==> config.mk <==
export PLATFORM = sky130hd
export DESIGN_NAME = ad2s1210_emulator
export DESIGN_NICKNAME = d
export VERILOG_FILES = /design/src/rtl/ad2s1210_emulator.sv
export SDC_FILE = /design/constraint.sdc
export NUM_CORES = 1
export LEC_CHECK = 0
export ABC_CLOCK_PERIOD_IN_PS = 3200
export CELL_PAD_IN_SITES_DETAIL_PLACEMENT = 0
export CELL_PAD_IN_SITES_GLOBAL_PLACEMENT = 1
export CORE_MARGIN = 4
export CORE_UTILIZATION = 25
export CTS_CLUSTER_SIZE = 14
export DETAILED_ROUTE_END_ITERATION = 16
export HOLD_SLACK_MARGIN = 0.03
export PLACE_DENSITY_LB_ADDON = 0.1
export SYNTH_ARGS = -nofsm -noshare
export SYNTH_HDL_FRONTEND = slang
export SYNTH_SLANG_ARGS = --single-unit
==> constraint.sdc <==
create_clock -name clock -period 3.2 [get_ports clock]
set_input_delay 0.48 -clock clock [delete_from_list [all_inputs] [get_ports clock]]
set_output_delay 0.48 -clock clock [all_outputs]
set_load 0.05 [all_outputs]
==> src/rtl/ad2s1210_emulator.sv <==
// Emulates the SPI side of an AD2S1210 resolver-to-digital converter.
//
// Normal mode (mode=0): each frame shifts out 24 bits, {position, fault}, MSB first.
// Configuration mode (mode=1): each frame is 8 bits. A received byte with bit7 set selects an
// address. A byte with bit7 clear writes that address if it is a config register. Every config
// frame shifts out the value at the address held when the frame started. Reading address 0xFF
// returns the sticky fault register and arms it to reload on the next SAMPLE fall.
//
// Ports:
//   clock        system clock, all logic on posedge
//   reset        synchronous, active-high
//   sample       active-low SAMPLE strobe; its fall latches position and handles fault reload
//   mode         0 = position readout, 1 = configuration; sampled at the ss_n fall
//   sclk         SPI clock, idle low; miso shifts on rise, mosi is captured on fall
//   ss_n         SPI slave select, active low
//   mosi         SPI data in
//   miso         SPI data out, 0 whenever no frame is shifting
//   position_in  emulated angle
//   fault_in     emulated fault levels, OR-ed into the sticky fault register
//   fault_read   one-cycle pulse when a read frame of address 0xFF commits
//   cfg_regs     config register file, entry 0 in the LSBs
module ad2s1210_emulator #(
  parameter int SYNC_STAGES = 2,
  parameter int N_CFG_REGS  = 8
) (
  input  logic                    clock,
  input  logic                    reset,
  input  logic                    sample,
  input  logic                    mode,
  input  logic                    sclk,
  input  logic                    ss_n,
  input  logic                    mosi,
  output logic                    miso,
  input  logic [15:0]             position_in,
  input  logic [7:0]              fault_in,
  output logic                    fault_read,
  output logic [8*N_CFG_REGS-1:0] cfg_regs
);

  typedef enum logic [1:0] {StIdle, StLoad, StShift, StCommit} state_e;

  localparam logic [7:0] CfgBase  = 8'h88;
  localparam logic [7:0] FaultAdr = 8'hFF;
  localparam logic [8:0] CfgEnd   = 9'(136 + N_CFG_REGS);
  // Packed as {sample, ss_n, mosi, sclk}; idle levels for the two strobes are high.
  localparam logic [3:0] SyncRst  = 4'b1100;

  // ---------------------------------------------------------------------------------------------
  // Input synchronizers and edge detection
  // ---------------------------------------------------------------------------------------------
  logic [3:0] sync_q [SYNC_STAGES];
  logic       sclk_s, ss_n_s, mosi_s, sample_s;
  logic       sclk_prev, ss_n_prev, sample_prev;
  logic       sclk_rise, sclk_fall, ss_fall, sample_fall;

  always_ff @(posedge clock) begin
    if (reset) begin
      for (int i = 0; i < SYNC_STAGES; i++) sync_q[i] <= SyncRst;
      sclk_prev   <= 1'b0;
      ss_n_prev   <= 1'b1;
      sample_prev <= 1'b1;
    end else begin
      sync_q[0] <= {sample, ss_n, mosi, sclk};
      for (int i = 1; i < SYNC_STAGES; i++) sync_q[i] <= sync_q[i-1];
      sclk_prev   <= sclk_s;
      ss_n_prev   <= ss_n_s;
      sample_prev <= sample_s;
    end
  end

  assign sclk_s      = sync_q[SYNC_STAGES-1][0];
  assign mosi_s      = sync_q[SYNC_STAGES-1][1];
  assign ss_n_s      = sync_q[SYNC_STAGES-1][2];
  assign sample_s    = sync_q[SYNC_STAGES-1][3];

  assign sclk_rise   = sclk_s & ~sclk_prev;
  assign sclk_fall   = ~sclk_s & sclk_prev;
  assign ss_fall     = ss_n_prev & ~ss_n_s;
  assign sample_fall = sample_prev & ~sample_s;

  // ---------------------------------------------------------------------------------------------
  // Registers
  // ---------------------------------------------------------------------------------------------
  state_e      state_q, state_d;
  logic        frame_mode;
  logic [23:0] tx_shift;
  logic [7:0]  rx_shift;
  logic [4:0]  bit_cnt;
  logic [7:0]  addr_reg;
  logic [15:0] pos_reg;
  logic [7:0]  fault_reg;
  logic        fault_read_flag;
  logic [7:0]  cfg_q [N_CFG_REGS];

  logic [7:0]  addr_off;
  logic        addr_in_cfg;
  logic [7:0]  rd_val;
  logic [4:0]  last_bit;

  assign addr_off    = addr_reg - CfgBase;
  assign addr_in_cfg = (addr_reg != FaultAdr) && (addr_reg >= CfgBase) &&
                       ({1'b0, addr_reg} < CfgEnd);
  assign last_bit    = frame_mode ? 5'd7 : 5'd23;

  // Read value for the address currently selected.
  always_comb begin
    rd_val = 8'h00;
    if (addr_reg == FaultAdr) begin
      rd_val = fault_reg;
    end else if (addr_in_cfg) begin
      for (int i = 0; i < N_CFG_REGS; i++) begin
        if (addr_off == 8'(i)) rd_val = cfg_q[i];
      end
    end
  end

  // ---------------------------------------------------------------------------------------------
  // Frame FSM
  // ---------------------------------------------------------------------------------------------
  always_ff @(posedge clock) begin
    if (reset) state_q <= StIdle;
    else       state_q <= state_d;
  end

  always_comb begin
    state_d = state_q;
    unique case (state_q)
      StIdle:   if (ss_fall) state_d = StLoad;
      StLoad:   state_d = StShift;
      StShift: begin
        // A completing sclk fall wins over a simultaneous ss_n release.
        if (sclk_fall && (bit_cnt == last_bit)) state_d = StCommit;
        else if (ss_n_s)                        state_d = StIdle;
      end
      StCommit: state_d = ss_n_s ? StIdle : StLoad;
      default:  state_d = StIdle;
    endcase
  end

  assign miso       = (state_q == StShift) ? tx_shift[23] : 1'b0;
  // addr_reg can only change in COMMIT, so here it still names the address this frame read.
  assign fault_read = (state_q == StCommit) && frame_mode && (addr_reg == FaultAdr);

  // ---------------------------------------------------------------------------------------------
  // Shift datapath, address and config register file
  // ---------------------------------------------------------------------------------------------
  always_ff @(posedge clock) begin
    if (reset) begin
      frame_mode <= 1'b0;
      tx_shift   <= '0;
      rx_shift   <= '0;
      bit_cnt    <= '0;
      addr_reg   <= 8'h00;
      for (int i = 0; i < N_CFG_REGS; i++) cfg_q[i] <= 8'h00;
    end else begin
      if ((state_q == StIdle) && ss_fall) frame_mode <= mode;

      unique case (state_q)
        StLoad: begin
          tx_shift <= frame_mode ? {rd_val, 16'h0000} : {pos_reg, fault_reg};
          rx_shift <= '0;
          bit_cnt  <= '0;
        end
        StShift: begin
          if (sclk_rise) tx_shift <= {tx_shift[22:0], 1'b0};
          if (sclk_fall) begin
            rx_shift <= {rx_shift[6:0], mosi_s};
            bit_cnt  <= bit_cnt + 5'd1;
          end
        end
        StCommit: begin
          if (frame_mode) begin
            if (rx_shift[7]) begin
              addr_reg <= rx_shift;
            end else if (addr_in_cfg) begin
              for (int i = 0; i < N_CFG_REGS; i++) begin
                if (addr_off == 8'(i)) cfg_q[i] <= {1'b0, rx_shift[6:0]};
              end
            end
          end
        end
        default: ;
      endcase
    end
  end

  always_comb begin
    cfg_regs = '0;
    for (int i = 0; i < N_CFG_REGS; i++) cfg_regs[8*i +: 8] = cfg_q[i];
  end

  // ---------------------------------------------------------------------------------------------
  // Position latch and sticky fault register
  // ---------------------------------------------------------------------------------------------
  always_ff @(posedge clock) begin
    if (reset) begin
      pos_reg         <= '0;
      fault_reg       <= '0;
      fault_read_flag <= 1'b0;
    end else begin
      if (sample_fall) pos_reg <= position_in;

      // The flag tested here is the one from before this cycle, so a fault read committing in
      // the same cycle as a SAMPLE fall only arms the reload for the following fall.
      if (sample_fall && fault_read_flag) fault_reg <= fault_in;
      else                                fault_reg <= fault_reg | fault_in;

      if (fault_read)                          fault_read_flag <= 1'b1;
      else if (sample_fall && fault_read_flag) fault_read_flag <= 1'b0;
    end
  end

endmodule

Yosys cells after proc, flatten, opt, wreduce, memory -nomap -nowiden
Memories as Yosys holds them, arrays and structs flattened.
Index checks and enable logic that the tools add are counted.
Cells by class
  $add $sub $neg: 2
  $lt $le $gt $ge: 2
  equality and inequality tests: 17
  muxes and demuxes: 96
  bitwise operators: 19
  reduce and logical (&&, ||, !) cells: 15
Operators by type and width (count)
  two-way mux 8 bit: 12
  two-way mux 1 bit: 63
  two-way mux 7 bit: 8
  two-way mux 24 bit: 2
  case mux 24 bit (2 select lines): 1
  equality test 8 x 3 -> 1 bit, second input constant: 4
  equality test 8 x 2 -> 1 bit, second input constant: 2
  case mux 8 bit (2 select lines): 1
  two-way mux 5 bit: 2
  bitwise OR 1 bit: 10
  case mux 5 bit (2 select lines): 1
  equality test 8 x 1 -> 1 bit, second input constant: 1
  equality test 8 bit, second input constant: 1
  greater-or-equal comparator 8 bit, second input constant: 1
  zero test 8 bit: 1
  less-than comparator 8 bit, second input constant: 1
  two-way mux 4 bit: 2
  inequality test 8 bit, second input constant: 1
  bitwise OR 8 bit: 1
  case mux 2 bit (4 select lines): 1
  subtractor 8 bit, second input constant: 1
  logical AND 1 bit: 7
  two-way mux 2 bit: 3
  inequality test 2 bit, second input constant: 3
  other kinds (11): 21
Word-level totals
  bits in registers: 76
  bits in writable memories: 64
  output and inout port bits: 66
  logic and storage cells: 165
  memories kept: 2
Memory list
  cfg_q: depth 8, width 7, read ports 8, clocked after Yosys merged registers in 0, write ports 8, RTL line 93  | logic [7:0] cfg_q [N_CFG_REGS];
  sync_q: depth 2, width 4, read ports 2, clocked after Yosys merged registers in 0, write ports 2, RTL line 51  | logic [3:0] sync_q [SYNC_STAGES];

Logic depth before layout (Yosys ltp)
Gate-level depths: netlist of the first run.
  depth after elaboration: 14
  gate-level depth with buffers: 9
  gate-level depth less buffers: 8

Worst setup path after synthesis of the first run
No wires, ideal clock.
  path kind: flip-flop to flip-flop
  from: register addr_reg[3]
  to: memory cfg_q[0][21] (netlist bit) (enable)
  library setup time: 328 ps
  data arrival time: 2017 ps
  data required time: 2872 ps
  slack: 854 ps
  cell stages (with the launch flop): 10
  path buffers: 1
  period minus slack after synthesis: 2346 ps
  path through: dfxtp_1 > inv_1 > ha_1 > and3b_1 > and3_1 > buf_2 > nand2_1 > nor4_2 > nand3_1 > nand2b_1
RTL lines
  start, declared: RTL line 89  | logic [7:0] addr_reg;
  start signal, assigned: RTL line 174  | addr_reg <= rx_shift;
  end, declared: RTL line 93

Final worst setup path of the first run
  from: register addr_reg[1]
  to: output port fault_read
Between the ends
  word-level cells in the longest chain between the ends: 2
RTL lines
  equality test 8 bit: RTL line 142  | assign fault_read = (state_q == StCommit) && frame_mode && (addr_reg == FaultAdr);
  logical AND 1 bit: RTL line 142
  end, declared: RTL line 36  | output logic fault_read,
No other way between the ends.

==> results of run 1 <==
## synthesized netlist by cell type, drive strengths merged (3+ instances only)
cell | n | area [µm²]
mux2i | 6 | 60.1
a21o | 5 | 37.5
or3b | 3 | 26.3
and2 | 4 | 25.0
buf | 19 | 138
nor2 | 99 | 372
nand2b | 18 | 113
nand2 | 77 | 289
and3 | 16 | 100
a211oi | 18 | 150
a31o | 3 | 26.3
edfxtp | 56 | 1680
mux4 | 5 | 113
xor2 | 3 | 26.3
or2 | 6 | 37.5
nand3 | 11 | 60.1
nor2b | 12 | 75.1
clkbuf | 35 | 131
ha | 3 | 37.5
o21ai | 22 | 110
o211ai | 8 | 60.1
nor3 | 22 | 110
o22ai | 9 | 56.3
inv | 19 | 71.3
nor3b | 7 | 52.6
a21oi | 50 | 250
nand4 | 6 | 37.5
a221o | 4 | 40.0
dfxtp | 84 | 1680
nor4 | 3 | 31.3
## per-stage QoR
| step | util [%] | std cells | setup slack (ns) | total power, mW |
|---|---|---|---|---|
| after floorplan | - | 665 | 0.854 | 2.23 |
| after global placement | 30.4 | 1039 | 0.388 | 2.39 |
| after detailed placement | 30.4 | 1039 | 0.341 | 2.39 |
| after CTS | 32.9 | 1071 | 0.285 | 4.46 |
| after global routing | 32.9 | 1071 | 0.111 | 4.57 |
| final | 32.9 | 1071 | 0.300 | 4.40 |
## per-layer routing
layer	GRT usage, %	part of all wire [%]	vias to the layer above
li1	-	-	2451
met2	22.4	45	121
met1	21.7	50	2481
met4	3.55	0.99	0
met5	0	0	-
met3	3.26	4.0	12
## worst max-delay path, delay by kind of cell (launching register included)
family / cells / cell delay [ns]
and+or+nand+nor: 3 / 0.73
DFF: 1 / 0.48
buffers and inverters: 4 / 0.78
## kinds of logic after synthesis
family / count (synthesis)
other: 1
xor gates and xnor gates: 5
muxes: 13
adders and majority gates: 3
AOI/OAI and AO/OA: 135
and+or+nand+nor: 288
DFF: 140
buffers and inverters: 73
## final timing paths
check / end
worst min register to register: sync_q[0][7]$_SDFF_PP1_
worst max-delay path: fault_read
worst max register to register: cfg_q[0][25]$_SDFFCE_PN0P_
worst min-delay path: sync_q[0][7]$_SDFF_PP1_
## power by group through the flow
stage	Clock (mW)	Sequential [mW]	Combinational (mW)
6_report	2.05	1.97	0.376
4_1_cts	2.11	1.97	0.381
5_1_grt	2.19	1.97	0.400
3_5_place_dp	0	2.01	0.379
3_3_place_gp	0	2.01	0.378
2_1_floorplan	0	2.09	0.137
## area by class of cell
class,instances,area (µm²)
Timing Repair Buffer,104,1020
Fill cell,2567,16400
Clock buffer,17,425
Clock inverter,15,185
Sequential cell,140,3360
Inverter,19,71.3
Multi-Input combinational cell,452,2550
Tap cell,324,405
==> flow_metrics.env, run 1 <==
export IMPL_syn_to_final_growth_pct=28.8
export IMPL_max_slew_margin_pct=55.6
export IMPL_synth_compound_area_share_pct=14.0
export IMPL_cp_arrival_ns=2.42
export IMPL_switchingPower_mw=1.12
export IMPL_finalCriticalPeriod_ns=2.90
export IMPL_place_congestion=0.788
export IMPL_layout_commonest_cell="nor2_1"
export IMPL_ctsResizeCount=0
export IMPL_synthMuxAreaShare_pct=3.14
export IMPL_drive_gt1_share_pct=9.77
export IMPL_whs_ns=0.407
export IMPL_p_per_area_nw_per_um2=549
export IMPL_hold_depth=1
export IMPL_avgViaCountPerCell=4.73
export IMPL_syn_inst=658
export IMPL_r2r_slack_ns=0.34
export IMPL_initial_core_util_pct=25.5
export IMPL_swShare_pct=25.3
export IMPL_reg2reg_from="addr_reg[3]$_SDFFE_PP0P_"
export IMPL_crit_path_max_incr_delay_ns=0.48
export IMPL_cts_buffers_inserted=17
export IMPL_maxSlewViolCount=0
export IMPL_grt_max_degree=44
export IMPL_fin_tns_setup_ns=0
export IMPL_final_area_um2=8020
export IMPL_synth_top_family_by_area="simple AND/OR/NAND/NOR gates"
export IMPL_dieArea_um2=27500
export IMPL_vias=5065
export IMPL_leakagePower_nw=2.74
export IMPL_synth_fa_ha_area_share_pct=0.603
export IMPL_io_pins=97
export IMPL_hold_path_class="flip-flop to flip-flop"
export IMPL_layout_nets=768
export IMPL_synth_flop_cell="dfxtp_1"
export IMPL_grt_overflow=0
export IMPL_ir_drop_v=0.000268
export IMPL_endpoint_kind="primary output"
export IMPL_start_kind="flip-flop"
export IMPL_synth_seq_area_share_pct=54.0
export IMPL_grt_antenna_before_repair=0
export IMPL_post_drt_wl_per_cell_um=19.1
export IMPL_worstPathMaxFanout=27
export IMPL_yosys_warnings=0
export IMPL_antenna_left=0
export IMPL_synth_xor_xnor_area_share_pct=0.824
export IMPL_post_cts_buffers=0
export IMPL_p_int_mw=3.29
export IMPL_cts_sinks=140
export IMPL_clk_pin_slew_ns=0.06
export IMPL_period_share_pct=90.6
export IMPL_skew_ns=0.0138
export IMPL_status="completed"
export IMPL_cap_violations=0
export IMPL_finalSetupViolations=0
export IMPL_h_tree_depth=4
export IMPL_rows=57
export IMPL_worstMarginPinSlew_ns=0.663
export IMPL_rsz0062_at_grt="no"
export IMPL_ctsHoldBuffers=0
export IMPL_clockRootBuffer="clkbuf_16"
export IMPL_drt_iter0_drc=374
export IMPL_cts_buffer_depth=2
export IMPL_p_seq_share_pct=44.8
export IMPL_hold_start="sync_q[0][3]$_SDFF_PP1_"
export IMPL_worstSetupPathType="flip-flop to primary output"
export IMPL_antenna_cells=0
export IMPL_post_dp_cell_area_um2=7410
export IMPL_drc=0
export IMPL_r2r_cells=8
export IMPL_insertion_delay_ns=0.42
export IMPL_hold_viol=0
export IMPL_die_y_um=166
export IMPL_port_buffers=88
export IMPL_comb_power_share_pct=8.6
export IMPL_dp_hpwl_um=14800
export IMPL_ys_async_sr_fraction_pct=0
export IMPL_critPathLaunch="addr_reg[1]$_SDFFE_PP0P_"
export IMPL_grt_pass1_vias=5086
export IMPL_crit_required_ns=2.72
export IMPL_drt_total_wl_um=20500
export IMPL_synth_distinct_cells=59
export IMPL_die_x_um=166
export IMPL_cts_tree="built"
export IMPL_dr_pass1_iters=5
export IMPL_largest_register_ffs=56
export IMPL_p_clk_share_pct=46.7
export IMPL_track_usage_pct=14.9
export IMPL_crit_path_top_delay_cell="dfxtp_1"
export IMPL_synth_edff_count=56
export IMPL_cp_cell_sequence="buf_4 -> nand4_1 -> nor2_1 -> buf_4 -> inv_1 -> nor2_1 -> buf_12"
export IMPL_yosys_area_share_simple_pct=21.9
export IMPL_coreArea_um2=24400
export IMPL_final_cell_mix="98 x nor2_1, 85 x clkdlybuf4s50_1, 84 x dfxtp_1"
export IMPL_fmax_mhz=345
export IMPL_synth_cell_area_um2=6220
export IMPL_grt_pass1_wl_um=31400
export IMPL_avgSynthCellArea_um2=9.46
export IMPL_ys_ff_latch=140
(Power assumes the default switching activity.)
==> run 2, diff against run 1 <==
- ABC_CLOCK_PERIOD_IN_PS: 3200 -> not set
- CELL_PAD_IN_SITES_DETAIL_PLACEMENT: 0 -> not set
- CELL_PAD_IN_SITES_GLOBAL_PLACEMENT: 1 -> not set
- PLACE_DENSITY_LB_ADDON: 0.1 -> not set
==> run 2 against run 1 <==
Compared with the run above:
- clock skew down 0.0026 ns
- hold slack better by 0.0073 ns
- global-route usage down 2.1 points
- non-clock buffer count up 1
- fmax down 0.70%
- sequential power about the same
- critical endpoint unchanged
- largest cell class unchanged
==> flow_metrics.env, run 2 (synthesis results as in run 1) <==
export IMPL_status="completed"
export IMPL_fillers=2482
export IMPL_h_tree_depth=4
export IMPL_whs_ns=0.414
export IMPL_post_cts_buffers=0
export IMPL_clockRootBuffer="clkbuf_16"
export IMPL_io_pins=97
export IMPL_p_per_area_nw_per_um2=538
export IMPL_cp_arrival_ns=2.44
export IMPL_drc=0
export IMPL_largest_register_ffs=56
export IMPL_hold_viol=0
export IMPL_antenna_left=0
export IMPL_place_ws_ns=0.578
export IMPL_hold_path_class="flip-flop to flip-flop"
export IMPL_drt_total_wl_um=18100
export IMPL_avgViaCountPerCell=4.79
export IMPL_place_congestion=0.871
export IMPL_die_x_um=166
export IMPL_cts_buffer_depth=2
export IMPL_insertion_delay_ns=0.42
export IMPL_worstSetupPathType="flip-flop to primary output"
export IMPL_worstMarginPinSlew_ns=0.743
export IMPL_busiest_layer="met2"
export IMPL_clk_pin_slew_ns=0.06
export IMPL_dr_pass1_iters=5
export IMPL_finalNonFillerCells=1072
export IMPL_ctsResizeCount=0
export IMPL_dp_hpwl_um=13100
export IMPL_grt_overflow=0
export IMPL_grt_pass1_wl_um=27900
export IMPL_grt_antenna_before_repair=0
export IMPL_endpoint_kind="primary output"
export IMPL_max_slew_margin_pct=50.4
export IMPL_finalSetupViolations=0
export IMPL_layout_commonest_cell="nor2_1"
export IMPL_antenna_cells=0
export IMPL_rows=57
export IMPL_ctsHoldBuffers=0
export IMPL_crit_required_ns=2.72
export IMPL_dieArea_um2=27500
export IMPL_leakagePower_nw=2.74
export IMPL_skew_ns=0.0112
export IMPL_maxSlewViolCount=0
export IMPL_start_kind="flip-flop"
export IMPL_cts_sinks=140
export IMPL_post_drt_wl_per_cell_um=16.9
export IMPL_track_usage_pct=12.7
export IMPL_rsz0062_at_grt="no"
export IMPL_grt_pass1_vias=4907
export IMPL_r2r_slack_ns=0.55
export IMPL_ir_drop_v=0.000236
export IMPL_grt_max_degree=65
export IMPL_cts_tree="built"
export IMPL_drt_iter0_drc=375
export IMPL_coreArea_um2=24400
export IMPL_fmax_mhz=342
export IMPL_cap_violations=0
export IMPL_vias=5137
export IMPL_layout_nets=769
export IMPL_period_share_pct=91.3
export IMPL_finalCriticalPeriod_ns=2.92
export IMPL_met3_usage_pct=2.59
export IMPL_port_buffers=88
export IMPL_initial_core_util_pct=25.5
export IMPL_fin_tns_setup_ns=0
export IMPL_worstPathMaxFanout=22
export IMPL_placed_cells=1040
export IMPL_met1_usage_pct=16.2
export IMPL_utilization_pct=32.8
export IMPL_die_y_um=166
export IMPL_syn_to_final_growth_pct=28.5
export IMPL_use_met2_pct=21.1
export IMPL_cts_buffers_inserted=17
export IMPL_final_cell_mix="99 x nor2_1, 85 x clkdlybuf4s50_1, 84 x dfxtp_1"
export IMPL_drive_gt1_share_pct=9.63
export IMPL_fin_ws_ns=0.280
## run 2: final timing paths
path / startpoint / end / cells after the start
setup reg to reg: addr_reg[2]$_SDFFE_PP0P_ / cfg_q[1][5]$_SDFFCE_PN0P_ / 5
hold reg to reg: sync_q[0][2]$_SDFF_PP1_ / sync_q[0][6]$_SDFF_PP1_ / 1
setup / recovery: addr_reg[2]$_SDFFE_PP0P_ / fault_read / 6
hold / removal: sync_q[0][2]$_SDFF_PP1_ / sync_q[0][6]$_SDFF_PP1_ / 1
## run 2: area by class of cell
type / instances / area [µm²] / area share, %
flip-flops and latches: 140 / 3360 / 42.0
repair buffers: 105 / 1020 / 12.8
clock inverters: 15 / 165 / 2.06
well taps: 324 / 405 / 5.07
clock buffers: 17 / 425 / 5.32
inverters: 19 / 71.3 / 0.891
multi-input cells: 452 / 2550 / 31.8
## run 2: power breakdown
part / switching (mW) / internal [mW] / total, mW
logic: 0.240 / 0.133 / 0.373
clock network: 0.803 / 1.16 / 1.96
registers: 0.0532 / 1.91 / 1.97
## run 2: stage by stage
stage | power [mW] | instance area, µm²
after floorplan | 2.23 | 6250
after global placement | 2.38 | 7410
after detailed placement | 2.38 | 7410
after CTS | 4.32 | 8000
after global routing | 4.43 | 8000
final | 4.30 | 8000
## run 2: layer usage
metal	vias up	share of wire [%]
met2	161	48
met1	2484	44
li1	2458	-
met5	-	0
met4	0	3.0
met3	34	5.3
## run 2: critical path, cell delays in order (launching register included)
cell,delay (ns)
dfxtp_1,0.80
nand4_1,0.34
nor2_1,0.18
buf_4,0.17
inv_1,0.07
nor2_1,0.27
buf_12,0.18
==> run 3, diff against run 2 <==
- CORE_MARGIN: 4 -> 2
- PLACE_DENSITY: not set -> 0.44
==> run 3 against run 2 <==
Compared with the run above:
- critical path depth up 2
- combinational power up 1%
- setup slack better by 0.036 ns
- non-clock buffer count up 1
==> flow_metrics.env, run 3 (synthesis results as in run 1) <==
export IMPL_status="completed"
export IMPL_cp_num_buf_inv=1
export IMPL_drc=0
export IMPL_r2r_cells=8
export IMPL_cap_violations=0
export IMPL_final_cell_mix="99 x nor2_1, 85 x clkdlybuf4s50_1, 84 x dfxtp_1"
export IMPL_rows=57
export IMPL_crit_required_ns=3.30
export IMPL_insertion_delay_ns=0.43
export IMPL_met3_length_um=1210
export IMPL_start_kind="flip-flop"
export IMPL_port_buffers=88
export IMPL_worstSetupPathType="flip-flop to flip-flop"
export IMPL_cts_sinks=140
export IMPL_cp_arrival_ns=2.98
export IMPL_worstMarginPinSlew_ns=0.622
export IMPL_grt_antenna_before_repair=0
export IMPL_post_drt_wl_per_cell_um=18.1
export IMPL_period_share_pct=90.1
export IMPL_p_per_area_nw_per_um2=541
export IMPL_initial_core_util_pct=25.5
export IMPL_grt_max_degree=42
export IMPL_wl_met1_um=8990
export IMPL_crit_path_max_incr_delay_ns=0.47
export IMPL_clk_pin_slew_ns=0.06
export IMPL_dieArea_um2=26200
export IMPL_h_tree_depth=4
export IMPL_hold_depth=1
export IMPL_register_area_um2=3360
export IMPL_skew_ns=0.0111
export IMPL_fmax_mhz=347
export IMPL_hold_path_class="flip-flop to flip-flop"
export IMPL_worst_path_stages=8
export IMPL_utilization_pct=32.8
export IMPL_drt_iter0_drc=434
export IMPL_cp_cell_sequence="inv_1 -> ha_1 -> and3b_1 -> and3_1 -> nand2_1 -> nor4_2 -> nand3_1 -> nand2b_1"
export IMPL_max_slew_margin_pct=58.5
export IMPL_grt_pass1_wl_um=29600
export IMPL_multi_input_area_um2=2550
export IMPL_cts_buffer_depth=2
export IMPL_path_delay_family="simple AND/OR/NAND/NOR gates"
export IMPL_drt_total_wl_um=19500
export IMPL_largest_register_ffs=56
export IMPL_total_power_mw=4.33
export IMPL_post_dp_cell_area_um2=7420
export IMPL_antenna_cells=0
export IMPL_ir_drop_v=0.000300
export IMPL_vias=5130
export IMPL_layout_commonest_cell="nor2_1"
export IMPL_fin_tns_setup_ns=0
export IMPL_coreArea_um2=24400
export IMPL_met2WireLength_um=9020
export IMPL_leakagePower_nw=2.76
export IMPL_hold_viol=0
export IMPL_cts_buffers_inserted=17
export IMPL_rsz0062_at_grt="no"
export IMPL_die_x_um=162
export IMPL_highest_layer="met4"
export IMPL_place_congestion=0.823
export IMPL_track_usage_pct=14.9
export IMPL_post_cts_buffers=0
export IMPL_antenna_left=0
export IMPL_cts_tree="built"
export IMPL_ctsHoldBuffers=0
export IMPL_worstPathMaxFanout=9
export IMPL_grt_pass1_vias=5009
export IMPL_finalSetupViolations=0
export IMPL_dr_pass1_iters=4
export IMPL_io_pins=97
export IMPL_die_y_um=162
export IMPL_layout_nets=770
export IMPL_finalCriticalPeriod_ns=2.88
export IMPL_fillers=2562
export IMPL_ctsResizeCount=0
export IMPL_drive_gt1_share_pct=9.75
export IMPL_grt_overflow=0
export IMPL_avgViaCountPerCell=4.78
export IMPL_maxSlewViolCount=0
export IMPL_crit_path_top_delay_cell="dfxtp_1"
export IMPL_final_area_um2=8010
export IMPL_dp_hpwl_um=14000
export IMPL_syn_to_final_growth_pct=28.6
export IMPL_clockRootBuffer="clkbuf_16"
export IMPL_endpoint_kind="flip-flop"
==> run 3: changes by cell type in the layout (fill, tap and decap cells not counted) <==
cell / delta
clkinvlp_2: -1
clkinvlp_4: -1
clkinv_4: -2
inv_6: -1
clkinv_2: +1
inv_4: +3
clkinv_1: -1
buf_4: +1
inv_8: +1
inv_1: +1
==> run 3: worst paths after layout <==
check	startpoint	end	slack [ns]
min	sync_q[0][3]$_SDFF_PP1_	sync_q[0][7]$_SDFF_PP1_	0.41
max	addr_reg[3]$_SDFFE_PP0P_	cfg_q[0][25]$_SDFFCE_PN0P_	0.32
min reg2reg	sync_q[0][3]$_SDFF_PP1_	sync_q[0][7]$_SDFF_PP1_	0.41
max reg2reg	addr_reg[3]$_SDFFE_PP0P_	cfg_q[0][25]$_SDFFCE_PN0P_	0.32
==> run 3: per-layer routing <==
layer | global-route usage [%] | up-vias
met1 | 20.5 | 2507
met4 | 4.38 | 0
met2 | 23.4 | 158
met5 | 0 | -
met3 | 3.50 | 13
li1 | - | 2452
==> run 3: area by class of cell <==
type | count | share of cell area [%]
clock buffers | 17 | 5.31
clock inverters | 15 | 2.02
inverters | 19 | 0.891
multi-input cells | 452 | 31.8
flip-flops and latches | 140 | 42.0
well taps | 324 | 5.06
repair buffers | 106 | 12.9
==> run 3: where the power goes <==
part,switching (mW),internal (mW)
sequential,0.0522,1.91
clock,0.825,1.16
combinational,0.245,0.133
total,1.12,3.21
==> run 3: stage by stage <==
| stage | hold WS (ns) | setup WS [ns] | cells |
|---|---|---|---|
| 2_1_floorplan | 0.389 | 0.854 | 665 |
| 3_3_place_gp | 0.394 | 0.402 | 1041 |
| 3_5_place_dp | 0.395 | 0.358 | 1041 |
| 4_1_cts | 0.411 | 0.355 | 1073 |
| 5_1_grt | 0.430 | 0.0693 | 1073 |
| 6_report | 0.408 | 0.316 | 1073 |
==> run 3: worst register-to-register path, stage by stage, from the launching register on <==
cell and delay (ns):
dfxtp_1 0.47, inv_1 0.08, ha_1 0.28, and3b_1 0.23, and3_1 0.30, nand2_1 0.09, nor4_2 0.41, nand3_1 0.34
nand2b_1 0.37
